$ cat config.mk
export PLATFORM = sky130hd
export DESIGN_NAME = fwd_hazard_ctrl_flat
export DESIGN_NICKNAME = d
export VERILOG_FILES = /design/src/rtl/fwd_pkg.sv /design/src/rtl/fwd_hazard_ctrl_if.sv /design/src/rtl/fwd_select.sv /design/src/rtl/fwd_hazard_ctrl.sv /design/src/flat_wrapper.sv
export SDC_FILE = /design/constraint.sdc
export NUM_CORES = 1
export LEC_CHECK = 0
export ABC_CLOCK_PERIOD_IN_PS = 3450
export BUFFER_PORTS_ARGS = -buffer_cell sky130_fd_sc_hd__buf_2
export CORE_ASPECT_RATIO = 0.7
export CORE_MARGIN = 2
export CORE_UTILIZATION = 50
export CTS_BUF_LIST = sky130_fd_sc_hd__clkbuf_8
export DETAILED_ROUTE_END_ITERATION = 8
export GPL_TIMING_DRIVEN = 0
export PLACE_DENSITY = 0.84
export REMOVE_ABC_BUFFERS = 1
export SLEW_MARGIN = 0
export SYNTH_ARGS = -nofsm -noshare
export SYNTH_HDL_FRONTEND = slang
export SYNTH_HIERARCHICAL = 1
export SYNTH_SLANG_ARGS = --single-unit
$ cat constraint.sdc
create_clock -name clk -period 3.45 [get_ports clk]
set_input_delay 0.8625 -clock clk [delete_from_list [all_inputs] [get_ports clk]]
set_output_delay 0.8625 -clock clk [all_outputs]
set_load 0.02 [all_outputs]
$ cat src/rtl/fwd_pkg.sv
// Shared types for the forwarding/hazard controller: select encodings,
// the pipeline stage entry and the register-hit helper.
package fwd_pkg;

  localparam int unsigned REG_AW_DEF = 5;
  localparam int unsigned CNT_W_DEF  = 16;

  typedef enum logic [1:0] {
    SEL_RF = 2'b00,
    SEL_EX = 2'b01,
    SEL_DM = 2'b10,
    SEL_WB = 2'b11
  } sel_e;

  typedef struct packed {
    logic                  valid;
    logic [REG_AW_DEF-1:0] rd;
    logic                  we;
    logic                  load;
  } stage_t;

  // R0 is hardwired, so it never matches a producer.
  function automatic logic entry_hits(stage_t e, logic [REG_AW_DEF-1:0] r);
    return e.valid & e.we & (e.rd == r) & (r != '0);
  endfunction

endpackage

$ cat src/rtl/fwd_hazard_ctrl_if.sv
// ID-stage request and register-bank control bundle of the hazard controller.
interface fwd_hazard_ctrl_if
  import fwd_pkg::*;
#(
  parameter int unsigned REG_AW = REG_AW_DEF,
  parameter int unsigned CNT_W  = CNT_W_DEF
);

  logic              id_valid;
  logic [REG_AW-1:0] RA;
  logic [REG_AW-1:0] RB;
  logic              ra_used;
  logic              rb_used;
  logic              imm_sel;
  logic [REG_AW-1:0] RW_id;
  logic              wr_en_id;
  logic              is_load_id;
  logic              flush;

  logic [1:0]        mux_sel_A;
  logic [1:0]        mux_sel_B;
  logic              stall;
  logic [REG_AW-1:0] RW_dm;
  logic [REG_AW-1:0] RW_wb;
  logic              wb_we;
  logic [CNT_W-1:0]  stall_cnt;

  modport master (
    output id_valid, RA, RB, ra_used, rb_used, imm_sel,
           RW_id, wr_en_id, is_load_id, flush,
    input  mux_sel_A, mux_sel_B, stall, RW_dm, RW_wb, wb_we, stall_cnt
  );

  modport slave (
    input  id_valid, RA, RB, ra_used, rb_used, imm_sel,
           RW_id, wr_en_id, is_load_id, flush,
    output mux_sel_A, mux_sel_B, stall, RW_dm, RW_wb, wb_we, stall_cnt
  );

endinterface

$ cat src/rtl/fwd_select.sv
// Priority compare of one source register against the EX/DM/WB entries;
// the youngest matching producer wins.
module fwd_select
  import fwd_pkg::*;
(
  input  logic [REG_AW_DEF-1:0] src,
  input  logic                  used,
  input  stage_t                ex,
  input  stage_t                dm,
  input  stage_t                wb,
  output sel_e                  sel
);

  always_comb begin
    sel = SEL_RF;
    if (used) begin
      if (entry_hits(ex, src))      sel = SEL_EX;
      else if (entry_hits(dm, src)) sel = SEL_DM;
      else if (entry_hits(wb, src)) sel = SEL_WB;
    end
  end

endmodule

$ cat src/rtl/fwd_hazard_ctrl.sv
// Forwarding and load-use hazard controller for the 16-bit MIPS pipeline:
// tracks EX/DM/WB destinations, drives operand selects, stalls and write-back.
module fwd_hazard_ctrl
  import fwd_pkg::*;
#(
  parameter int unsigned REG_AW = REG_AW_DEF,
  parameter int unsigned CNT_W  = CNT_W_DEF
)(
  input  logic              clk,
  input  logic              rst_n,
  fwd_hazard_ctrl_if.slave  bus
);

  stage_t           ex_q, dm_q, wb_q;
  stage_t           ex_d;
  logic [CNT_W-1:0] stall_cnt_q;
  logic             stall_c;
  logic             a_used_c, b_used_c;
  logic             a_ex_load_c, b_ex_load_c;
  sel_e             sel_a_c, sel_b_c;

  assign a_used_c = bus.id_valid & bus.ra_used;
  assign b_used_c = bus.id_valid & bus.rb_used & ~bus.imm_sel;

  fwd_select u_sel_a (
    .src  (REG_AW_DEF'(bus.RA)),
    .used (a_used_c),
    .ex   (ex_q),
    .dm   (dm_q),
    .wb   (wb_q),
    .sel  (sel_a_c)
  );

  fwd_select u_sel_b (
    .src  (REG_AW_DEF'(bus.RB)),
    .used (b_used_c),
    .ex   (ex_q),
    .dm   (dm_q),
    .wb   (wb_q),
    .sel  (sel_b_c)
  );

  // Load result is only available from DM, so a consumer directly behind it waits one cycle.
  assign a_ex_load_c = a_used_c & entry_hits(ex_q, REG_AW_DEF'(bus.RA));
  assign b_ex_load_c = b_used_c & entry_hits(ex_q, REG_AW_DEF'(bus.RB));
  assign stall_c     = ~bus.flush & ex_q.load & (a_ex_load_c | b_ex_load_c);

  // Next EX entry: accepted ID instruction or a bubble.
  always_comb begin
    ex_d = '0;
    if (bus.id_valid && !stall_c && !bus.flush) begin
      ex_d.valid = 1'b1;
      ex_d.rd    = REG_AW_DEF'(bus.RW_id);
      ex_d.we    = bus.wr_en_id;
      ex_d.load  = bus.is_load_id;
    end
  end

  always_ff @(posedge clk) begin
    if (!rst_n) begin
      ex_q        <= '0;
      dm_q        <= '0;
      wb_q        <= '0;
      stall_cnt_q <= '0;
    end else begin
      wb_q <= dm_q;
      dm_q <= ex_q;
      ex_q <= ex_d;
      if (stall_c && (stall_cnt_q != {CNT_W{1'b1}}))
        stall_cnt_q <= stall_cnt_q + CNT_W'(1);
    end
  end

  assign bus.mux_sel_A = sel_a_c;
  assign bus.mux_sel_B = sel_b_c;
  assign bus.stall     = stall_c;
  assign bus.RW_dm     = REG_AW'(dm_q.rd);
  assign bus.RW_wb     = REG_AW'(wb_q.rd);
  assign bus.wb_we     = wb_q.valid & wb_q.we & (wb_q.rd != '0);
  assign bus.stall_cnt = stall_cnt_q;

endmodule

$ cat src/flat_wrapper.sv
// flat-port wrapper written by rule: the top's interface ports become plain ports
module fwd_hazard_ctrl_flat import fwd_pkg::*;
#(
  parameter int unsigned REG_AW = REG_AW_DEF,
  parameter int unsigned CNT_W  = CNT_W_DEF
)
  (clk, rst_n, bus_id_valid, bus_RA, bus_RB, bus_ra_used, bus_rb_used, bus_imm_sel, bus_RW_id, bus_wr_en_id, bus_is_load_id, bus_flush, bus_mux_sel_A, bus_mux_sel_B, bus_stall, bus_RW_dm, bus_RW_wb, bus_wb_we, bus_stall_cnt);
  fwd_hazard_ctrl_if #(.REG_AW(REG_AW), .CNT_W(CNT_W)) bus_i ();
  input  logic clk;
  input  logic rst_n;
  input wire logic [$bits(bus_i.id_valid)-1:0] bus_id_valid;
  input wire logic [$bits(bus_i.RA)-1:0] bus_RA;
  input wire logic [$bits(bus_i.RB)-1:0] bus_RB;
  input wire logic [$bits(bus_i.ra_used)-1:0] bus_ra_used;
  input wire logic [$bits(bus_i.rb_used)-1:0] bus_rb_used;
  input wire logic [$bits(bus_i.imm_sel)-1:0] bus_imm_sel;
  input wire logic [$bits(bus_i.RW_id)-1:0] bus_RW_id;
  input wire logic [$bits(bus_i.wr_en_id)-1:0] bus_wr_en_id;
  input wire logic [$bits(bus_i.is_load_id)-1:0] bus_is_load_id;
  input wire logic [$bits(bus_i.flush)-1:0] bus_flush;
  output wire logic [$bits(bus_i.mux_sel_A)-1:0] bus_mux_sel_A;
  output wire logic [$bits(bus_i.mux_sel_B)-1:0] bus_mux_sel_B;
  output wire logic [$bits(bus_i.stall)-1:0] bus_stall;
  output wire logic [$bits(bus_i.RW_dm)-1:0] bus_RW_dm;
  output wire logic [$bits(bus_i.RW_wb)-1:0] bus_RW_wb;
  output wire logic [$bits(bus_i.wb_we)-1:0] bus_wb_we;
  output wire logic [$bits(bus_i.stall_cnt)-1:0] bus_stall_cnt;
  assign bus_i.id_valid = bus_id_valid;
  assign bus_i.RA = bus_RA;
  assign bus_i.RB = bus_RB;
  assign bus_i.ra_used = bus_ra_used;
  assign bus_i.rb_used = bus_rb_used;
  assign bus_i.imm_sel = bus_imm_sel;
  assign bus_i.RW_id = bus_RW_id;
  assign bus_i.wr_en_id = bus_wr_en_id;
  assign bus_i.is_load_id = bus_is_load_id;
  assign bus_i.flush = bus_flush;
  assign bus_mux_sel_A = bus_i.mux_sel_A;
  assign bus_mux_sel_B = bus_i.mux_sel_B;
  assign bus_stall = bus_i.stall;
  assign bus_RW_dm = bus_i.RW_dm;
  assign bus_RW_wb = bus_i.RW_wb;
  assign bus_wb_we = bus_i.wb_we;
  assign bus_stall_cnt = bus_i.stall_cnt;
  fwd_hazard_ctrl #(.REG_AW(REG_AW), .CNT_W(CNT_W)) u_core (.clk(clk), .rst_n(rst_n), .bus(bus_i));
endmodule
# Yosys cells after proc, flatten, opt, wreduce, memory -nomap -nowiden
# Index checks and enable logic that the tools add are counted.
[word_totals]
reg_bits = 38
elab_cells = 63
inputBits = 24
output_inout_bits = 32
[classes]
n_addsub = 1
eq_ne = 7
n_bitwise = 26
mux = 9
n_reduce_logical = 9
[op_table]
columns = ["op", "n"]
rows = [
  ["5-bit equality test", 6],
  ["1-bit AND", 23],
  ["16-bit by 1-bit adder with 16-bit output (second input constant)", 1],
  ["2-bit 2-to-1 mux", 8],
  ["16-bit != test (second input constant)", 1],
  ["5-bit nonzero test", 3],
  ["8-bit 2-to-1 mux", 1],
  ["1-bit logical AND", 3],
  ["1-bit logical NOT", 2],
  ["1-bit NOT", 2],
  ["2-bit AND reduction", 1],
  ["1-bit OR", 1],
]

# Depth between registers and ports, before layout
# Gate-level depths: netlist of run 1.
[depth]
depth_word = 10
ltp_mapped = 9
depth_no_buf = 7

# Hierarchy
# Netlist of run 1, hierarchy kept.
[modules_own_cells]
columns = ["module", "cells_per_inst", "instances", "seq_area_each_um2", "area_per_inst_um2"]
rows = [
  ["fwd_hazard_ctrl", 180, 1, 800.8, 1662.8],
  ["fwd_select", 32, 2, 0.0, 236.5],
]

# Worst setup path after synthesis of run 1
# No wires, ideal clock.
[synth_timing]
path_type = "input port to output port"
from = "input bus_RB[1]"
to = "output bus_stall"
required_time_ps = 2588
arrival_ps = 2061
path_stages = 4
path_slack_ps = 527
n_path_buf = 0
cell_sequence = "xor2_1 -> a2111o_1 -> or4_1 -> nand2_1"
[synth_between]
elab_chain_len = 6
word_cells_on_any_way = 7
cone_classes = "eq/ne (1); bitwise (5); reduce/logical (1)"
[synth_lines]
columns = ["element", "line_no", "rtl"]
rows = [
  ["start, declared", "flat_wrapper.sv:13", "input wire logic [$bits(bus_i.RB)-1:0] bus_RB;"],
  ["5-bit equality test", "fwd_pkg.sv:24", "return e.valid & e.we & (e.rd == r) & (r != '0);"],
  ["1-bit AND", "fwd_pkg.sv:24", ""],
  ["1-bit AND *", "fwd_pkg.sv:24", ""],
  ["1-bit AND *", "fwd_hazard_ctrl.sv:45", "assign b_ex_load_c = b_used_c & entry_hits(ex_q, REG_AW_DEF'(bus.RB));"],
  ["1-bit OR *", "fwd_hazard_ctrl.sv:46", "assign stall_c = ~bus.flush & ex_q.load & (a_ex_load_c | b_ex_load_c);"],
  ["1-bit AND *", "fwd_hazard_ctrl.sv:46", ""],
  ["end, declared", "flat_wrapper.sv:23", "output wire logic [$bits(bus_i.stall)-1:0] bus_stall;"],
]
# Mark *: on every way between the ends. The rest lies on a longest branch, timed or not.

# Final worst setup path of run 1
[layout_timing]
from = "input bus_RA[2]"
to = "output bus_mux_sel_A[0]"
[layout_between]
elab_chain_len = 7
word_cells_on_any_way = 14
cone_classes = "eq/ne (3); mux (4); bitwise (6); reduce/logical (1)"
[layout_lines]
columns = ["element", "line_no", "rtl"]
rows = [
  ["start, declared", "flat_wrapper.sv:12", "input wire logic [$bits(bus_i.RA)-1:0] bus_RA;"],
  ["5-bit equality test", "fwd_pkg.sv:24", ""],
  ["1-bit AND (2 in a row)", "fwd_pkg.sv:24", ""],
  ["2-bit 2-to-1 mux", "fwd_select.sv:19", "else if (entry_hits(wb, src)) sel = SEL_WB;"],
  ["2-bit 2-to-1 mux", "fwd_select.sv:18", "else if (entry_hits(dm, src)) sel = SEL_DM;"],
  ["2-bit 2-to-1 mux *", "fwd_select.sv:17", "if (entry_hits(ex, src)) sel = SEL_EX;"],
  ["2-bit 2-to-1 mux *", "fwd_select.sv:16", "if (used) begin"],
  ["end, declared", "flat_wrapper.sv:21", "output wire logic [$bits(bus_i.mux_sel_A)-1:0] bus_mux_sel_A;"],
]
# Marks and branches as above.

==> results of run 1 <==
==> worst max-delay path: stages <==
cell                       delay (ns)
sky130_fd_sc_hd__buf_2           0.21
sky130_fd_sc_hd__xnor2_1         0.15
sky130_fd_sc_hd__nand3_1         0.10
sky130_fd_sc_hd__nor4_1          0.71
sky130_fd_sc_hd__nand2b_4        0.07
sky130_fd_sc_hd__a21boi_2        0.14
sky130_fd_sc_hd__buf_2           0.16
==> layer usage <==
metal	routed length [microns]	part of all wire [%]	vias up
li1	-	-	936
met1	2293	49	849
met2	1976	42	67
met3	351	7.5	7
met4	83	1.8	0
met5	0	0	-
==> worst min-delay path by stage <==
| stage | cells after the start | from | endpoint | slack, ns |
|---|---|---|---|---|
| 2_1_floorplan | 1 | u_core/dm_q[1] | u_core/wb_q[1] | 0.46 |
| 5_1_grt | 1 | u_core/dm_q[7] | u_core/wb_q[7] | 0.49 |
| 3_5_place_dp | 1 | u_core/dm_q[1] | u_core/wb_q[1] | 0.48 |
| 4_1_cts | 1 | u_core/dm_q[7] | u_core/wb_q[7] | 0.50 |
| 3_3_place_gp | 2 | u_core/bus.stall_cnt[4] | u_core/bus.stall_cnt[4] | 0.47 |
| 6_report | 2 | u_core/bus.stall_cnt[8] | u_core/bus.stall_cnt[8] | 0.49 |
==> registers in the layout (all words and copies together), names as in the netlist <==
register	cells
u_core/bus.RW_dm	5
u_core/bus.RW_wb	5
u_core/bus.stall_cnt	16
u_core/dm_q	2
u_core/ex_q	8
u_core/wb_q	2
==> stage by stage <==
step | instances | power, mW
floorplan | 225 | 0.4964
global placement | 332 | 0.5307
detailed placement | 332 | 0.5336
CTS | 340 | 0.8514
global route | 340 | 0.8851
finish | 340 | 0.8422
==> cells in the final DEF, fill, tap and decap left out, drive strengths merged, types with 6 or more instances in the layout <==
master,count
nand2,14
nand3,9
o21ai,14
nor2,7
dfxtp,38
a21oi,15
buf,55
and2,24
clkbuf,6
xnor2,26
xor2,7
inv,9
or3,14
==> power by group <==
group          total, mW  internal, mW  switching, mW
Sequential         0.450         0.443        0.00644
Clock              0.318         0.160          0.158
Combinational     0.0743        0.0332         0.0412
==> cell type report <==
class                           count  area [sq um]
Fill cell                         359          1562
Tap cell                           52         65.06
Timing Repair Buffer               55         275.3
Sequential cell                    38         760.7
Clock inverter                      2         12.51
Multi-Input combinational cell    177          1175
Inverter                           10         37.54
Clock buffer                        6         82.58
==> results, run 1 <==
- The run finished with clean final reports.
- The final count of hold timing violations came to 0.
- The core region is 0.003970 sq mm.
- Clock skew on the completed layout was measured at 0.003996 ns.
- The most used routing layer in global routing is met1.
- The pin count of the biggest net entering global routing is 31.
- The antenna cell count is 0.
- By startpoint and endpoint, the worst setup path is classified as in2out.
- Global routing consumed, on the met1 layer, 32.84% of the routing resources.
- The die extent in x is 81.15 microns.
- Dividing total power by cell area gives a power density of 349.7 mW/mm^2.
- In this run the static leakage power is 0.9885 nW.
- Max-cap violations in this run came to 0.
- The buffer levels on the longest clock path is 2.
- Adding up every negative setup slack in the final design gives 0 ns.
- The final weighted congestion in routability-driven placement is 0.8187.
- The endpoint identified for the worst register-to-register timing path is u_core/bus.stall_cnt[4].
- After technology mapping, the gate count stands at 240.
- After detailed routing, the average wire length per cell comes to 13.84 microns.
- Gates resized during post-CTS repair numbered 0.
- In this run the critical register-to-register path is launched from u_core/ex_q[3].
- STA classifies the critical path startpoint as a primary input.
- The final design instance area without fill is 0.002409 sq mm.
- The root buffer cell is sky130_fd_sc_hd__clkbuf_8.
- At the worst endpoint, the arrival time is 2.42 ns.
- The endpoint type of the worst setup path is an output pin.
- The worst path uses 95.06% of the clock period.
- Global routing consumed, on the met3 layer, 5.140% of the routing resources.
- The register-to-register setup slack is 0.82 ns.
- The via-per-instance ratio is 5.468.
- A synthesized cell averages 8.680 sq um.
- The origin of the worst setup path is bus_RA[2].
- The cts-stage hold buffer count is 0.
- The combined global-route utilization of all metal layers is 21.92%.
- The number of levels in the clock H-tree is 2.
- The total placed instance area is 0.002313 sq mm.
- At the worst endpoint, the required time is 2.59 ns.
- The number of input and output port buffers inserted is 55.
- The normalized max-slew margin is 45.10%.
- The Yosys step of the flow raised 6 warnings.
- Setup repair after global routing left no endpoint under its margin.
- The count of TritonRoute iterations in the first routing pass is 4.
- The first global-routing pass estimated 7762 microns of wire.
- The number of standard-cell rows in the floorplan is 19.
- The effective utilization at floorplan is 52.47%.
- The fraction of met2 tracks used by global routing is 29.40%.
- The number of design rule violations left after detail routing is 0.
- The clock tree from TritonCTS is done.
- Setup violations remaining at the end of the flow were counted as 0.
- VDD sags by at most 0.0002459 V.
- The clock drives 38 sinks.
- The worst-margin pin slew is 0.8159 ns.
- The via total after detailed routing is 1859.
- Measured along the y axis, the die boundary spans 58.01 microns.
- The maximum operating frequency is 304.9 MHz.
- The number of global-route vias before repair is 1660.
- The worst hold path class is reg2reg.
- The cell area that synthesis handed to floorplanning was 0.002083 sq mm.
- Relative to the synthesized area, the layout overhead comes to 15.62%.
- The number of pins exceeding their max-slew limit in the final report is 0.
- The worst-skew pair later-pin latency is 0.29 ns.
- The CTS buffer count is 5.
- The fraction of layout instances using a drive strength above 1 is 23.96%.
- The final worst setup slack is 0.1704 ns.
- The post-place setup slack is 0.1684 ns.
- Once detail routing completed, the nets flagged for antenna violations numbered 0.
- Of all nets on the critical path, the largest fanout is 7.
- The residual overflow from global routing is 0.
- Measured on the finished design, the core utilization comes to 60.67%.
- The wire length after detailed routing is 4705 microns.
- The cell count of the worst reg-to-reg path is 6.
- The initial antenna violation count was 0.
- The die covers 0.004707 sq mm.
- Hold timing on the final database bottoms out at a slack of 0.4917 ns.
- Subtracting the final worst setup slack from the clock period gives 3.280 ns.
- During I/O placement, the number of pins put on the boundary was 56.
- In the final design database the tool counted 312 nets.
- The number of post-CTS setup repair buffers is 0.
- Following the worst setup path forward leads to its endpoint at bus_mux_sel_A[0].
- The clock transition at the registers of the reported paths is 0.08 ns.
- The starting DRC count in detailed routing is 159.
- Detailed placement finished with a half-perimeter wire length of 3630 microns.
Note: power is estimated with default switching activity, not from simulation.
==> inputs of run 2 (changes only) <==
--- a/config.mk
+++ b/config.mk
@@ -6,14 +6,14 @@
 export NUM_CORES = 1
 export LEC_CHECK = 0
 export ABC_CLOCK_PERIOD_IN_PS = 3450
-export BUFFER_PORTS_ARGS = -buffer_cell sky130_fd_sc_hd__buf_2
 export CORE_ASPECT_RATIO = 0.7
 export CORE_MARGIN = 2
 export CORE_UTILIZATION = 50
 export CTS_BUF_LIST = sky130_fd_sc_hd__clkbuf_8
 export DETAILED_ROUTE_END_ITERATION = 8
+export DONT_BUFFER_PORTS = 1
 export GPL_TIMING_DRIVEN = 0
-export PLACE_DENSITY = 0.84
+export PLACE_DENSITY = 0.73
 export REMOVE_ABC_BUFFERS = 1
 export SLEW_MARGIN = 0
 export SYNTH_ARGS = -nofsm -noshare
==> run 2 against run 1 <==
Compared with the run above: first-iteration DRC count shrank 40%; combinational power shrank 44%; wire length shrank 4.8%; via count shrank 13%; cell area shrank 12%; clock skew grew 0.0027 ns; non-clock buffer count shrank 55; cell count shrank 17%; register-to-register slack lost 0.04 ns; critical path depth shrank 2; largest cell class unchanged.
==> results, run 2 (synthesized netlist as in run 1, its figures left out) <==
- Outcome: completed (unchanged).
- The post-layout total power is 0.7888 mW (was 0.8422 mW).
- The total power divided by cell area is 371.9 mW/mm^2 (was 349.7 mW/mm^2).
- The number of pins exceeding their max-slew limit in the final report is 0 (unchanged).
- The data arrival time of the critical path is 2.16 ns (was 2.42 ns).
- The worst-margin pin slew is 0.8088 ns (was 0.8159 ns).
- The HPWL reported at the end of detailed placement is 3370 microns (was 3630 microns).
- The area inside the core boundary is 0.003970 sq mm (unchanged).
- The mean routed wirelength per cell is 15.83 microns (was 13.84 microns).
- The number of standard-cell rows in the floorplan is 19 (unchanged).
- The number of design rule violations left after detail routing is 0 (unchanged).
- The total number of nets in the final design is 257 (was 312).
- The startpoint-to-endpoint class of the critical path is in2out (unchanged).
- The most used routing layer in global routing is met1 (unchanged).
- The combined global-route utilization of all metal layers was 19.63% (was 21.92%).
- The fraction of power consumed by combinational cells is 5.3% (was 8.8%).
- The wire length after detailed routing is 4481 microns (was 4705 microns).
- The number of input and output port buffers inserted came to 0 (was 55).
- The via total after detailed routing is 1626 (was 1859).
- The static leakage came to 0.7155 nW (was 0.9885 nW).
- The relative contribution of the clock network to total power is 37.3% (was 37.8%).
- The internal power consumption is 0.6214 mW (was 0.6370 mW).
- The number of sinks handled by clock tree synthesis is 38 (unchanged).
- The number of standard cells in the final layout excluding fillers is 283 (was 340).
- The number of cells upsized or downsized after cts is 0 (unchanged).
- The fraction of met1 tracks used by global routing came to 30.28% (was 32.84%).
- The number of flip-flops under the largest register name is 16 (unchanged).
- The minimum clock period is 3.022 ns (was 3.280 ns).
- The final weighted congestion in routability-driven placement was 0.8398 (was 0.8187).
- The normalized max-slew margin is 45.58% (was 45.10%).
- The area of the die was 0.004707 sq mm (unchanged).
- The accumulated negative setup slack is 0 ns (unchanged).
- The starting DRC count in detailed routing is 95 (was 159).
- The worst voltage drop across the vdd grid is 0.0002626 V (was 0.0002459 V).
- The CTS buffer count came to 5 (unchanged).
- The effective utilization at floorplan is 52.47% (unchanged).
- The final period utilization is 87.60% (was 95.06%).
- The worst hold path class is reg2reg (unchanged).
- The met3 usage was 6.542% (was 5.140%).
- Leading cell types in the layout, fill and taps excluded: 38 x sky130_fd_sc_hd__dfxtp_1, 26 x sky130_fd_sc_hd__xnor2_1, 24 x sky130_fd_sc_hd__and2_1 (was 55 x sky130_fd_sc_hd__buf_2, 38 x sky130_fd_sc_hd__dfxtp_1, 26 x sky130_fd_sc_hd__xnor2_1).
- The number of levels in the clock H-tree was 2 (unchanged).
- The fraction of met2 tracks used by global routing is 25.15% (was 29.40%).
- The startpoint type of the worst setup path was a primary input (unchanged).
- The highest net fanout along the worst path was 7 (unchanged).
- The root buffer cell is sky130_fd_sc_hd__clkbuf_8 (unchanged).
- The initial antenna violation count is 0 (unchanged).
- The die boundary height was 58.01 microns (unchanged).
- The buffer levels on the longest clock path is 2 (unchanged).
- The maximum operating frequency is 330.9 MHz (was 304.9 MHz).
- The reported net switching power is 0.1674 mW (was 0.2052 mW).
- The area growth from synthesis to layout is 1.802% (was 15.62%).
- The die extent in x came to 81.15 microns (unchanged).
- The via-per-instance ratio is 5.746 (was 5.468).
- The switching share of total power is 21.22% (was 24.36%).
- The most common library cell in the layout ignoring fill and taps is sky130_fd_sc_hd__dfxtp_1 (was sky130_fd_sc_hd__buf_2).
- The post-detailed-route count of antenna-violating nets is 0 (unchanged).
- The register-to-register setup slack is 0.78 ns (was 0.82 ns).
- The cts-stage hold buffer count is 0 (unchanged).
- The residual overflow from global routing is 0 (unchanged).
- The critical path required time came to 2.59 ns (about the same).
- The total setup violations reported at the end of the flow is 0 (unchanged).
- The reported max-cap violation count is 0 (unchanged).
- The endpoint type of the worst setup path is an output pin (unchanged).
- The number of post-CTS setup repair buffers came to 0 (unchanged).
- The clock transition at the registers of the reported paths came to 0.07 ns (was 0.08 ns).
- The final count of hold timing violations came to 0 (unchanged).
- The worst-skew pair later-pin latency was 0.28 ns (was 0.29 ns).
- The clock tree from TritonCTS is done (unchanged).
- The pin count of the biggest net entering global routing was 31 (unchanged).
- The wire length of the first global-routing pass is 6900 microns (was 7762 microns).
- The sequential fraction of design power is 57.3% (was 53.4%).
- The number of fill cells is 346 (was 359).
- The cell count after placement is 277 (was 332).
- The antenna cell count is 0 (unchanged).
- The number of top-level pins is 56 (unchanged).
- The worst clock skew on the final layout is 0.006744 ns (was 0.003996 ns).
- The fraction of layout instances using a drive strength above 1 is 5.195% (was 23.96%).
- Unrepaired setup endpoints after global routing: false (unchanged).
- The count of TritonRoute iterations in the first routing pass is 4 (unchanged).
- The number of global-route vias before repair is 1441 (was 1660).
[run 2: cell types whose count changed in the layout (fill, tap and decap cells not counted)]
cell                         before  now
sky130_fd_sc_hd__buf_2           55    0
sky130_fd_sc_hd__clkinv_2         1    0
sky130_fd_sc_hd__clkinvlp_4       1    0
[run 2: area by class of cell]
| type | instances | area [sq um] | area share [%] |
|---|---|---|---|
| flip-flops and latches | 38 | 760.7 | 35.87 |
| inverters | 10 | 37.54 | 1.770 |
| clock buffers | 6 | 82.58 | 3.894 |
| multi-input cells | 177 | 1175 | 55.40 |
| well taps | 52 | 65.06 | 3.068 |
[run 2: per-layer routing]
metal,vias to the layer above,wire [microns]
li1,828,-
met1,736,2358
met2,57,1715
met3,5,363
met4,0,44
met5,-,0
[run 2: final timing paths]
path | startpoint | end | depth (start not counted)
worst max-delay path | bus_RA[2] | bus_mux_sel_A[0] | 5
worst min-delay path | u_core/dm_q[1] | u_core/wb_q[1] | 1
worst max register to register | u_core/ex_q[3] | u_core/bus.stall_cnt[4] | 6
worst min register to register | u_core/dm_q[1] | u_core/wb_q[1] | 1
[run 2: metrics by stage]
stage               worst slack [ns]  hold WS, ns  utilization (%)  cell area, sq um
global route                  0.3701       0.5355            53.42              2121
detailed placement            0.3263       0.4876            51.34              2038
floorplan                     0.5265       0.4559                -              1973
CTS                           0.4434       0.5056            53.42              2121
finish                        0.4277       0.5090            53.42              2121
global placement              0.3812       0.4757            51.34              2038
[run 2: power by group through the flow]
| stage | registers (mW) | logic (mW) | clock network (mW) |
|---|---|---|---|
| CTS | 0.452 | 0.0415 | 0.302 |
| global route | 0.453 | 0.0464 | 0.320 |
| finish | 0.452 | 0.0419 | 0.295 |
| detailed placement | 0.462 | 0.0414 | 0 |
| floorplan | 0.460 | 0.0361 | 0 |
| global placement | 0.462 | 0.0403 | 0 |
[run 2: worst max-delay path, cell delays in order]
cell and delay [ns]:
sky130_fd_sc_hd__xnor2_1 0.12, sky130_fd_sc_hd__nand3_1 0.10, sky130_fd_sc_hd__nor4_1 0.71, sky130_fd_sc_hd__nand2b_4 0.07, sky130_fd_sc_hd__a21boi_2 0.29
==> inputs of run 3 (changes only) <==
--- a/config.mk
+++ b/config.mk
@@ -5,6 +5,7 @@
 export SDC_FILE = /design/constraint.sdc
 export NUM_CORES = 1
 export LEC_CHECK = 0
+export ABC_AREA = 1
 export ABC_CLOCK_PERIOD_IN_PS = 3450
 export CORE_ASPECT_RATIO = 0.7
 export CORE_MARGIN = 2
==> run 3 against run 2 <==
Compared with the run above: clock skew fell by 0.0030 ns; register-to-register slack improved by 0.53 ns; clock-buffer cell count fell by 1; worst setup slack got worse by 0.020 ns; flip-flop and latch count did not move; synthesized cell count rose by 91%; wire length rose by 53%; cell area rose by 32%; fmax fell by 0.65%; sequential power barely moved; clock power fell by 2%; hold slack got worse by 0.055 ns.
==> results, run 3 <==
- The die extent in x came to 92.56 microns (was 81.15 microns).
- The wire length after detailed routing was 6850 microns (was 4481 microns).
- The mean post-synth cell area came to 5.994 sq um (was 8.680 sq um).
- The HPWL reported at the end of detailed placement was 5233 microns (was 3370 microns).
- The final worst setup slack is 0.4078 ns (was 0.4277 ns).
- Outcome: completed (unchanged).
- The tightest hold margin is 0.4540 ns (was 0.5090 ns).
- The total setup violations reported at the end of the flow came to 0 (unchanged).
- The maximum cell stage delay along the critical path was 0.86 ns (was 0.71 ns).
- The root buffer cell is sky130_fd_sc_hd__clkbuf_8 (unchanged).
- The area growth from synthesis to layout is 1.687% (was 1.802%).
- The reg-to-reg startpoint is u_core/bus.stall_cnt[1] (was u_core/ex_q[3]).
- The data arrival time of the critical path is 2.18 ns (was 2.16 ns).
- The startpoint of the tightest hold check path is u_core/dm_q[1] (unchanged).
- The initial antenna violation count is 0 (unchanged).
- Leading cell types in the layout, fill and taps excluded: 148 x sky130_fd_sc_hd__nand2_1, 78 x sky130_fd_sc_hd__inv_1, 58 x sky130_fd_sc_hd__nor2_1 (was 38 x sky130_fd_sc_hd__dfxtp_1, 26 x sky130_fd_sc_hd__xnor2_1, 24 x sky130_fd_sc_hd__and2_1).
- The mean routed wirelength per cell came to 13.17 microns (was 15.83 microns).
- The fraction of met1 tracks used by global routing is 33.38% (was 30.28%).
- The internal power consumption is 0.6024 mW (was 0.6214 mW).
- The maximum operating frequency is 328.7 MHz (was 330.9 MHz).
- The cell count after placement is 513 (was 277).
- The number of synthesis warnings is 6 (unchanged).
- The worst hold path class is reg2reg (unchanged).
- The total placed instance area came to 0.002713 sq mm (was 0.002038 sq mm).
- The final design instance area without fill is 0.002791 sq mm (was 0.002121 sq mm).
- The antenna cell count was 0 (unchanged).
- The number of sinks handled by clock tree synthesis was 38 (unchanged).
- The effective utilization at floorplan is 52.21% (was 52.47%).
- The post-detailed-route count of antenna-violating nets came to 0 (unchanged).
- The final weighted congestion in routability-driven placement is 0.8986 (was 0.8398).
- The number of buffers and inverters on the critical path is 1 (was 0).
- The highest net fanout along the worst path was 16 (was 7).
- The reported max-cap violation count came to 0 (unchanged).
- The post-place setup slack is 0.4440 ns (was 0.3263 ns).
- The reported net switching power was 0.2045 mW (was 0.1674 mW).
- The worst voltage drop across the vdd grid is 0.0001407 V (was 0.0002626 V).
- The number of cells upsized or downsized after cts is 0 (unchanged).
- The standard cell with the maximum stage delay on the critical path is sky130_fd_sc_hd__nor2_1 (was sky130_fd_sc_hd__nor4_1).
- The fraction of power consumed by combinational cells is 8.2% (was 5.3%).
- The top cell family by delay on the critical path is simple AND/OR/NAND/NOR gates (unchanged).
- The area of the die is 0.006109 sq mm (was 0.004707 sq mm).
- The starting DRC count in detailed routing is 263 (was 95).
- The number of design rule violations left after detail routing is 0 (unchanged).
- The number of input and output port buffers inserted was 0 (unchanged).
- The register-to-register setup slack came to 1.31 ns (was 0.78 ns).
- The fraction of layout instances using a drive strength above 1 is 11.38% (was 5.195%).
- The via-per-instance ratio was 5.177 (was 5.746).
- List of cells traversed by the critical path: nor2_1 -> nand2_1 -> inv_1 (was xnor2_1 -> nand3_1 -> nor4_1 -> nand2b_4 -> a21boi_2).
- Unrepaired setup endpoints after global routing: false (unchanged).
- The endpoint type of the worst setup path is an output pin (unchanged).
- The combined global-route utilization of all metal layers came to 23.37% (was 19.63%).
- The cell count of the worst reg-to-reg path is 9 (was 6).
- The die boundary height is 66.00 microns (was 58.01 microns).
- The most used routing layer in global routing is met2 (was met1).
- The most common library cell in the layout ignoring fill and taps is sky130_fd_sc_hd__nand2_1 (was sky130_fd_sc_hd__dfxtp_1).
- The final count of hold timing violations is 0 (unchanged).
- The number of global-route vias before repair is 2294 (was 1441).
- The number of top-level pins is 56 (unchanged).
- The clock transition at the registers of the reported paths is 0.07 ns (about the same).
- The number of post-CTS setup repair buffers came to 0 (unchanged).
- The count of cells along the worst hold path was 2 (was 1).
- The reg-to-reg endpoint is u_core/bus.stall_cnt[4] (unchanged).
- The critical path required time was 2.59 ns (about the same).
- The clock tree from TritonCTS is done (unchanged).
- The worst clock skew on the final layout is 0.003773 ns (was 0.006744 ns).
- The total number of nets in the final design was 473 (was 257).
- The number of fill cells is 562 (was 346).
- The sequential fraction of design power was 56.2% (was 57.3%).
- The area inside the core boundary was 0.005258 sq mm (was 0.003970 sq mm).
- The startpoint type of the worst setup path is a primary input (unchanged).
- The relative contribution of the clock network to total power is 35.7% (was 37.3%).
- The fraction of met2 tracks used by global routing is 33.67% (was 25.15%).
- The final period utilization is 88.18% (was 87.60%).
- The switching share of total power was 25.35% (was 21.22%).
- The worst hold path endpoint is u_core/wb_q[1] (unchanged).
- The number of levels in the clock H-tree came to 2 (unchanged).
- The residual overflow from global routing is 0 (unchanged).
- The total power divided by cell area came to 289.1 mW/mm^2 (was 371.9 mW/mm^2).
- The pin count of the biggest net entering global routing was 20 (was 31).
- The cts-stage hold buffer count is 0 (unchanged).
- The number of standard-cell rows in the floorplan is 22 (was 19).
- The static leakage was 1.306 nW (was 0.7155 nW).
- The accumulated negative setup slack is 0 ns (unchanged).
- The summed instance area of the synthesized netlist came to 0.002745 sq mm (was 0.002083 sq mm).
- The end-of-flow core utilization is 53.09% (was 53.42%).
- The number of standard cells in the final layout excluding fillers is 520 (was 283).
- The buffer levels on the longest clock path is 2 (unchanged).
- The number of pins exceeding their max-slew limit in the final report is 0 (unchanged).
- The worst-margin pin slew is 1.164 ns (was 0.8088 ns).
- The startpoint-to-endpoint class of the critical path is in2out (unchanged).
- The CTS buffer count came to 5 (unchanged).
- The minimum clock period is 3.042 ns (was 3.022 ns).
- The via total after detailed routing is 2692 (was 1626).
- The number of flip-flops under the largest register name is 16 (unchanged).
- The cell count after synthesis came to 458 (was 240).
- The worst-skew pair later-pin latency was 0.29 ns (was 0.28 ns).
- The count of TritonRoute iterations in the first routing pass is 7 (was 4).
- The met3 usage is 7.070% (was 6.542%).
- The post-layout total power came to 0.8069 mW (was 0.7888 mW).
- The wire length of the first global-routing pass is 11150 microns (was 6900 microns).
- The normalized max-slew margin is 22.14% (was 45.58%).
## run 3: worst max-delay path by stage
stage / startpoint / endpoint / cells past startpoint
2_1_floorplan: bus_flush / bus_stall / 3
3_3_place_gp: bus_flush / bus_stall / 3
3_5_place_dp: bus_flush / bus_stall / 3
4_1_cts: bus_flush / bus_stall / 3
5_1_grt: bus_rb_used / bus_stall / 8
6_report: bus_flush / bus_stall / 3
## run 3: layout make-up
cell class / count / area (sq um) / area share, %
sequential: 38 / 760.7 / 27.25
tap: 72 / 90.09 / 3.227
clock buffer: 5 / 68.82 / 2.465
inverter: 90 / 337.8 / 12.10
clock inverter: 2 / 10.01 / 0.3586
multi-input combinational: 313 / 1524 / 54.59
## run 3: power groups by stage
stage	registers (mW)	clock network (mW)	logic, mW
2_1_floorplan	0.461	0	0.0533
3_3_place_gp	0.463	0	0.0626
3_5_place_dp	0.463	0	0.0645
4_1_cts	0.453	0.302	0.0648
5_1_grt	0.454	0.318	0.0761
6_report	0.453	0.288	0.0660
## run 3: metal layers
| layer | wire length, microns | part of all wire, % |
|---|---|---|
| met1 | 3283 | 48 |
| met3 | 668 | 9.8 |
| met4 | 86 | 1.3 |
| met2 | 2811 | 41 |
| met5 | 0 | 0 |
## run 3: worst min-delay path: cells and delay by family, from the launching register on
kind | cells | cell delay [ns]
flops | 1 | 0.33
simple gates | 1 | 0.06
buf+inv | 1 | 0.03
